<file path="config.mk">
export PLATFORM = sky130hd
export DESIGN_NAME = tt_um_alvin_asmar_circuit_tester
export DESIGN_NICKNAME = d
export VERILOG_FILES = /design/src/rtl/tt_um_alvin_asmar_circuit_tester.sv
export SDC_FILE = /design/constraint.sdc
export NUM_CORES = 1
export LEC_CHECK = 0
export ABC_AREA = 0
export BUFFER_PORTS_ARGS = -buffer_cell sky130_fd_sc_hd__buf_2
export CAP_MARGIN = 0
export CORE_ASPECT_RATIO = 0.9
export CORE_MARGIN = 2
export CORE_UTILIZATION = 52
export CTS_CLUSTER_SIZE = 25
export DETAILED_ROUTE_END_ITERATION = 8
export HOLD_SLACK_MARGIN = 0.12
export PLACE_DENSITY = 0.78
export SLEW_MARGIN = 20
export SYNTH_ARGS = -nofsm -noshare
export SYNTH_HDL_FRONTEND = slang
export SYNTH_SLANG_ARGS = --single-unit
</file>
<file path="constraint.sdc">
create_clock -name clk -period 2.1 [get_ports clk]
set_clock_uncertainty 0.15 [all_clocks]
set_input_delay 0.42 -clock clk [delete_from_list [all_inputs] [get_ports clk]]
set_output_delay 0.42 -clock clk [all_outputs]
set_load 0.02 [all_outputs]
</file>
<file path="src/rtl/tt_um_alvin_asmar_circuit_tester.sv">
// ---------------------------------------------------------------------------
// tt_um_alvin_asmar_circuit_tester
//
// Stimulus/checker for the 3-input logic tile x = (A&B) | ~C, y = ~C.
// Drives the eight A/B/C vectors out on uio_out[2:0] and samples the
// returned x/y on uio_in[3]/uio_in[4]. After each vector has settled, the
// returned values are compared with the expected function and mismatches
// are counted. The count saturates at 15.
//
// Ports
//   clk      : single clock, rising edge
//   rst_n    : asynchronous active-low reset
//   ena      : always 1 when powered, unused
//   ui_in    : [0] start (synchronized, rising-edge detected)
//              [1] loop mode (synchronized)
//   uo_out   : [0] busy [1] done [2] pass [3] fail [7:4] mismatch count
//   uio_in   : [3] returned x, [4] returned y (synchronized)
//   uio_out  : [2:0] current vector {C,B,A}, [7:3] zero
//   uio_oe   : constant 8'h07
//
// State table
//   state    | meaning
//   IDLE     | after reset, waiting for a start edge
//   DRIVE    | vector register already holds the new vector; drive it
//   SETTLE   | wait SETTLE_CYCLES for the response through DUT + sync
//   SAMPLE   | compare synchronized x/y, then advance, wrap or finish
//   DONE     | hold results and last vector until the next start edge
// ---------------------------------------------------------------------------
module tt_um_alvin_asmar_circuit_tester #(
    parameter int unsigned SETTLE_CYCLES = 4   // legal range 3..255
) (
    input  logic       clk,
    input  logic       rst_n,
    input  logic       ena,
    input  logic [7:0] ui_in,
    output logic [7:0] uo_out,
    input  logic [7:0] uio_in,
    output logic [7:0] uio_out,
    output logic [7:0] uio_oe
);

    typedef enum logic [2:0] {
        S_IDLE   = 3'd0,
        S_DRIVE  = 3'd1,
        S_SETTLE = 3'd2,
        S_SAMPLE = 3'd3,
        S_DONE   = 3'd4
    } state_t;

    // The settle timer is a down-counter loaded on DRIVE -> SETTLE; the
    // SETTLE state lasts exactly SETTLE_CYCLES cycles when it reaches zero.
    localparam logic [7:0] SETTLE_LOAD = 8'(SETTLE_CYCLES - 1);

    // Synchronizers
    logic r_start_s1, r_start_s2, r_start_d;
    logic r_loop_s1, r_loop_s2;
    logic r_x_s1, r_x_s2;
    logic r_y_s1, r_y_s2;

    // FSM and datapath registers
    state_t     r_state;
    logic [2:0] r_vec;
    logic [7:0] r_settle;
    logic [3:0] r_count;
    logic       r_busy;
    logic       r_done;
    logic       r_pass;
    logic       r_fail;

    logic       w_start_rise;
    logic       w_exp_x;
    logic       w_exp_y;
    logic       w_miss;
    logic [3:0] w_count_next;
    logic       w_unused;

    assign w_unused = &{1'b0, ena, ui_in[7:2], uio_in[7:5], uio_in[2:0]};

    always_ff @(posedge clk or negedge rst_n) begin
        if (!rst_n) begin
            r_start_s1 <= 1'b0;
            r_start_s2 <= 1'b0;
            r_start_d  <= 1'b0;
            r_loop_s1  <= 1'b0;
            r_loop_s2  <= 1'b0;
            r_x_s1     <= 1'b0;
            r_x_s2     <= 1'b0;
            r_y_s1     <= 1'b0;
            r_y_s2     <= 1'b0;
        end else begin
            r_start_s1 <= ui_in[0];
            r_start_s2 <= r_start_s1;
            r_start_d  <= r_start_s2;
            r_loop_s1  <= ui_in[1];
            r_loop_s2  <= r_loop_s1;
            r_x_s1     <= uio_in[3];
            r_x_s2     <= r_x_s1;
            r_y_s1     <= uio_in[4];
            r_y_s2     <= r_y_s1;
        end
    end

    assign w_start_rise = r_start_s2 & ~r_start_d;

    assign w_exp_x = (r_vec[0] & r_vec[1]) | ~r_vec[2];
    assign w_exp_y = ~r_vec[2];

    // A vector with both outputs wrong still counts as a single mismatch.
    assign w_miss = (r_x_s2 != w_exp_x) | (r_y_s2 != w_exp_y);

    assign w_count_next = (w_miss && (r_count != 4'hF)) ? (r_count + 4'd1) : r_count;

    always_ff @(posedge clk or negedge rst_n) begin
        if (!rst_n) begin
            r_state  <= S_IDLE;
            r_vec    <= 3'd0;
            r_settle <= 8'd0;
            r_count  <= 4'd0;
            r_busy   <= 1'b0;
            r_done   <= 1'b0;
            r_pass   <= 1'b0;
            r_fail   <= 1'b0;
        end else begin
            case (r_state)
                S_IDLE, S_DONE: begin
                    if (w_start_rise) begin
                        r_state <= S_DRIVE;
                        r_vec   <= 3'd0;
                        r_count <= 4'd0;
                        r_busy  <= 1'b1;
                        r_done  <= 1'b0;
                        r_pass  <= 1'b0;
                        r_fail  <= 1'b0;
                    end
                end

                S_DRIVE: begin
                    r_state  <= S_SETTLE;
                    r_settle <= SETTLE_LOAD;
                end

                S_SETTLE: begin
                    if (r_settle == 8'd0) begin
                        r_state <= S_SAMPLE;
                    end else begin
                        r_settle <= r_settle - 8'd1;
                    end
                end

                S_SAMPLE: begin
                    r_count <= w_count_next;
                    if (r_vec != 3'd7) begin
                        r_state <= S_DRIVE;
                        r_vec   <= r_vec + 3'd1;
                    end else if (r_loop_s2) begin
                        // Wrap for another sweep; the count keeps accumulating
                        // and pass/fail reflect everything seen so far.
                        r_state <= S_DRIVE;
                        r_vec   <= 3'd0;
                        r_pass  <= (w_count_next == 4'd0);
                        r_fail  <= (w_count_next != 4'd0);
                    end else begin
                        r_state <= S_DONE;
                        r_busy  <= 1'b0;
                        r_done  <= 1'b1;
                        r_pass  <= (w_count_next == 4'd0);
                        r_fail  <= (w_count_next != 4'd0);
                    end
                end

                default: begin
                    r_state <= S_IDLE;
                end
            endcase
        end
    end

    assign uo_out  = {r_count, r_fail, r_pass, r_done, r_busy};
    assign uio_out = {5'b00000, r_vec};
    assign uio_oe  = 8'h07;

endmodule

</file>
==> impl_metrics.tcl <==
set metrics [dict create \
    multi_input_area_um2 768 \
    worstPathRequired_ns 2.17 \
    mostFrequentLayoutCells "dfrtp_1, nor2_1, buf_2" \
    final_layout_size_suffix_gt1_share_pct 22.1 \
    irDropWorstVdd_mv 0.733 \
    power.density_nw_per_um2 1130 \
    pwr-share-comb_pct 38.0 \
    clockBufferDepth 2 \
    power.internal_uw 1210 \
    drt-initial-drc-count 18 \
    whs_ns 0.205 \
    async_flop_share_pct 100 \
    drc 0 \
    grt_overflow 0 \
    coreArea_um2 3040 \
    grt_max_degree 32 \
    final.fill_count 269 \
    yosysSeqAreaShare_pct 47.1 \
    pre_cts_ws_ns 0.0539 \
    crit_slowest_cell "dfrtp_1" \
    worst_pin_slew_ns 0.656 \
    final_max_slew_viol_count 0 \
    post-dp-hpwl_um 1960 \
    die_x_um 63.3 \
    synth_warnings 0 \
    antenna_found_initial 0 \
    ant_nets 0 \
    wire_per_inst_um 12.5 \
    cp-startpoint "r_vec[0]" \
    power.share.clock_pct 16.8 \
    max_slew_margin_pct 56.3 \
    firstDrtPassIters 4 \
    worstSetupEndpointType "flop" \
    crit_cells 7 \
    outcome "complete, no violations" \
    r2r_end "r_pass" \
    crit_end "r_pass" \
    area_growth_pct 9.50 \
    wl_um 2670 \
    grt_first_pass_wirelength_um 4510 \
    via_per_inst 5.14 \
    ys_ff_latch 31 \
    io_buffers 16 \
    dr_total_vias 1101 \
    period_needed_ns 2.00 \
    h-tree-depth 2 \
    cts_made_buffers 5 \
    clock-root-buffer "clkbuf_4" \
    setup_tns_ns 0 \
    rr_startpoint "r_vec[0]" \
    layout_commonest_cell "dfrtp_1" \
    crit_top_cell "ha_1" \
    cts_tree "yes" \
    reg2reg_depth 7 \
    synth_cell_types 47 \
    fp-row-count 19 \
    reg2reg_slack_ns 0.10 \
    finalWorstSetupSlack_ns 0.102 \
    cts_setup_buffers 0 \
    nets 196 \
    syn_area_um2 1650 \
    ios 43 \
    sequentialPowerShare_pct 45.2 \
    maxCapViolCount 0 \
    path_clk_slew_ns 0.11 \
    cp_num_buf_inv 1 \
    antenna_cells 0 \
    gp_congestion 0.833 \
    setup_violations 0 \
    finalPower_uw 2040 \
    fmax_mhz 501 \
    cp_cell_sequence "ha_1, inv_1, ha_1, xnor2_2, or2_2, a41oi_1, a221oi_1" \
    cp.arrival_ns 2.07 \
    initial_core_util_pct 54.1 \
    crit_type "reg -> reg" \
    hold_class "reg -> reg" \
    die-area_um2 3630 \
    final-seq-area_um2 776 \
    p_switching_uw 839 \
    finalCritPeriodShare_pct 95.1 \
    crit_family "flip-flops" \
    ys.flop_type "dfrtp_1" \
    grt_pass1_vias 1055 \
    hold_violations 0 \
    cts_sinks 31 \
    track_usage_pct 16.1 \
    post-route-util_pct 59.3 \
    fp.dieH_um 57.4 \
    p_leak_uw 0.000868 \
    syn_avg_cell_area_um2 11.0 \
    clk-insertion-delay-late_ns 0.34 \
    synth_edf_count 0 \
    slowest_delay_ns 0.42 \
    start_kind "flop" \
    synthCells 150 \
    path_max_fanout 4 \
    switching_share_pct 41.0 \
]
## kinds of logic after synthesis
family                   synth area share [%]
AO/OA/AOI/OAI                            10.6
XOR/XNOR                                 1.60
adder cells (fa/ha/maj)                  4.56
buffers and inverters                    9.57
flip-flops                               47.1
multiplexers                             3.12
other                                   0.456
AND/OR/NAND/NOR                          23.0
## cell usage after synthesis, types with 2 or more instances
cell type | instances | area share, %
mux2i_1 | 4 | 2.4
and3b_1 | 2 | 1.1
o31ai_1 | 2 | 0.91
nand2b_1 | 4 | 1.5
nand2_1 | 9 | 2.1
inv_1 | 3 | 0.68
or3_1 | 3 | 1.1
nor2b_1 | 3 | 1.1
ha_1 | 6 | 4.6
buf_4 | 18 | 8.2
a21oi_1 | 4 | 1.2
o21ai_0 | 4 | 1.2
a21o_1 | 2 | 0.91
nand3_1 | 2 | 0.61
xnor2_1 | 3 | 1.6
nor2_1 | 16 | 3.6
dfrtp_1 | 31 | 47
conb_1 | 2 | 0.46
or2_2 | 2 | 0.76
nor3_1 | 3 | 0.91
## sequential cells by signal (all words and copies together), names as in the netlist
| signal | flops |
|---|---|
| r_start_d | 1 |
| r_pass | 1 |
| r_state | 3 |
| r_y_s1 | 1 |
| r_loop_s2 | 1 |
| r_settle | 8 |
| r_loop_s1 | 1 |
| r_done | 1 |
| r_busy | 1 |
| r_count | 4 |
| r_start_s2 | 1 |
| r_x_s1 | 1 |
| r_y_s2 | 1 |
| r_start_s1 | 1 |
| r_fail | 1 |
| r_x_s2 | 1 |
| r_vec | 3 |
## area by class of cell
class,count,share of cell area (%)
Inverter,3,0.625
Clock inverter,3,1.11
Timing Repair Buffer,22,7.63
Tap cell,42,2.91
Sequential cell,31,43.0
Multi-Input combinational cell,108,42.6
Clock buffer,5,2.08
## worst min-delay path by stage
stage	depth (start not counted)	from	end	slack (ns)
final	0	r_loop_s1	r_loop_s2	0.20
after global routing	0	r_loop_s1	r_loop_s2	0.20
after CTS	0	r_loop_s1	r_loop_s2	0.21
after detailed placement	0	r_start_s1	r_start_s2	0.19
after global placement	0	r_loop_s1	r_loop_s2	0.18
after floorplan	0	rst_n	r_busy	-0.03
## power groups by stage
stage / combinational [µW] / sequential, µW / clock [µW]
after CTS: 772 / 922 / 361
after detailed placement: 761 / 935 / 0
final: 778 / 924 / 344
after global placement: 732 / 918 / 0
after floorplan: 623 / 918 / 0
after global routing: 871 / 952 / 381
## layer usage
layer  vias up  GRT usage [%]  wire [µm]
met3         4           6.31        165
met5         -              0          0
met1       519           20.4       1250
met2        36           26.1       1220
li1        542              -          -
met4         0           4.66         29
## per-stage QoR
step | instance area (µm²) | std cells
finish | 1800 | 214
global route | 1800 | 214
CTS | 1790 | 214
detailed placement | 1680 | 201
global placement | 1680 | 201
floorplan | 1690 | 161
## what timing repair did
item / CTS / global route
setup endpoints to repair: 0 / 3
endpoints found under the hold margin: 35 / 0
resized for setup: 0 / 3
hold buffers: 5 / 0
Note: power is estimated with default switching activity, not from simulation.
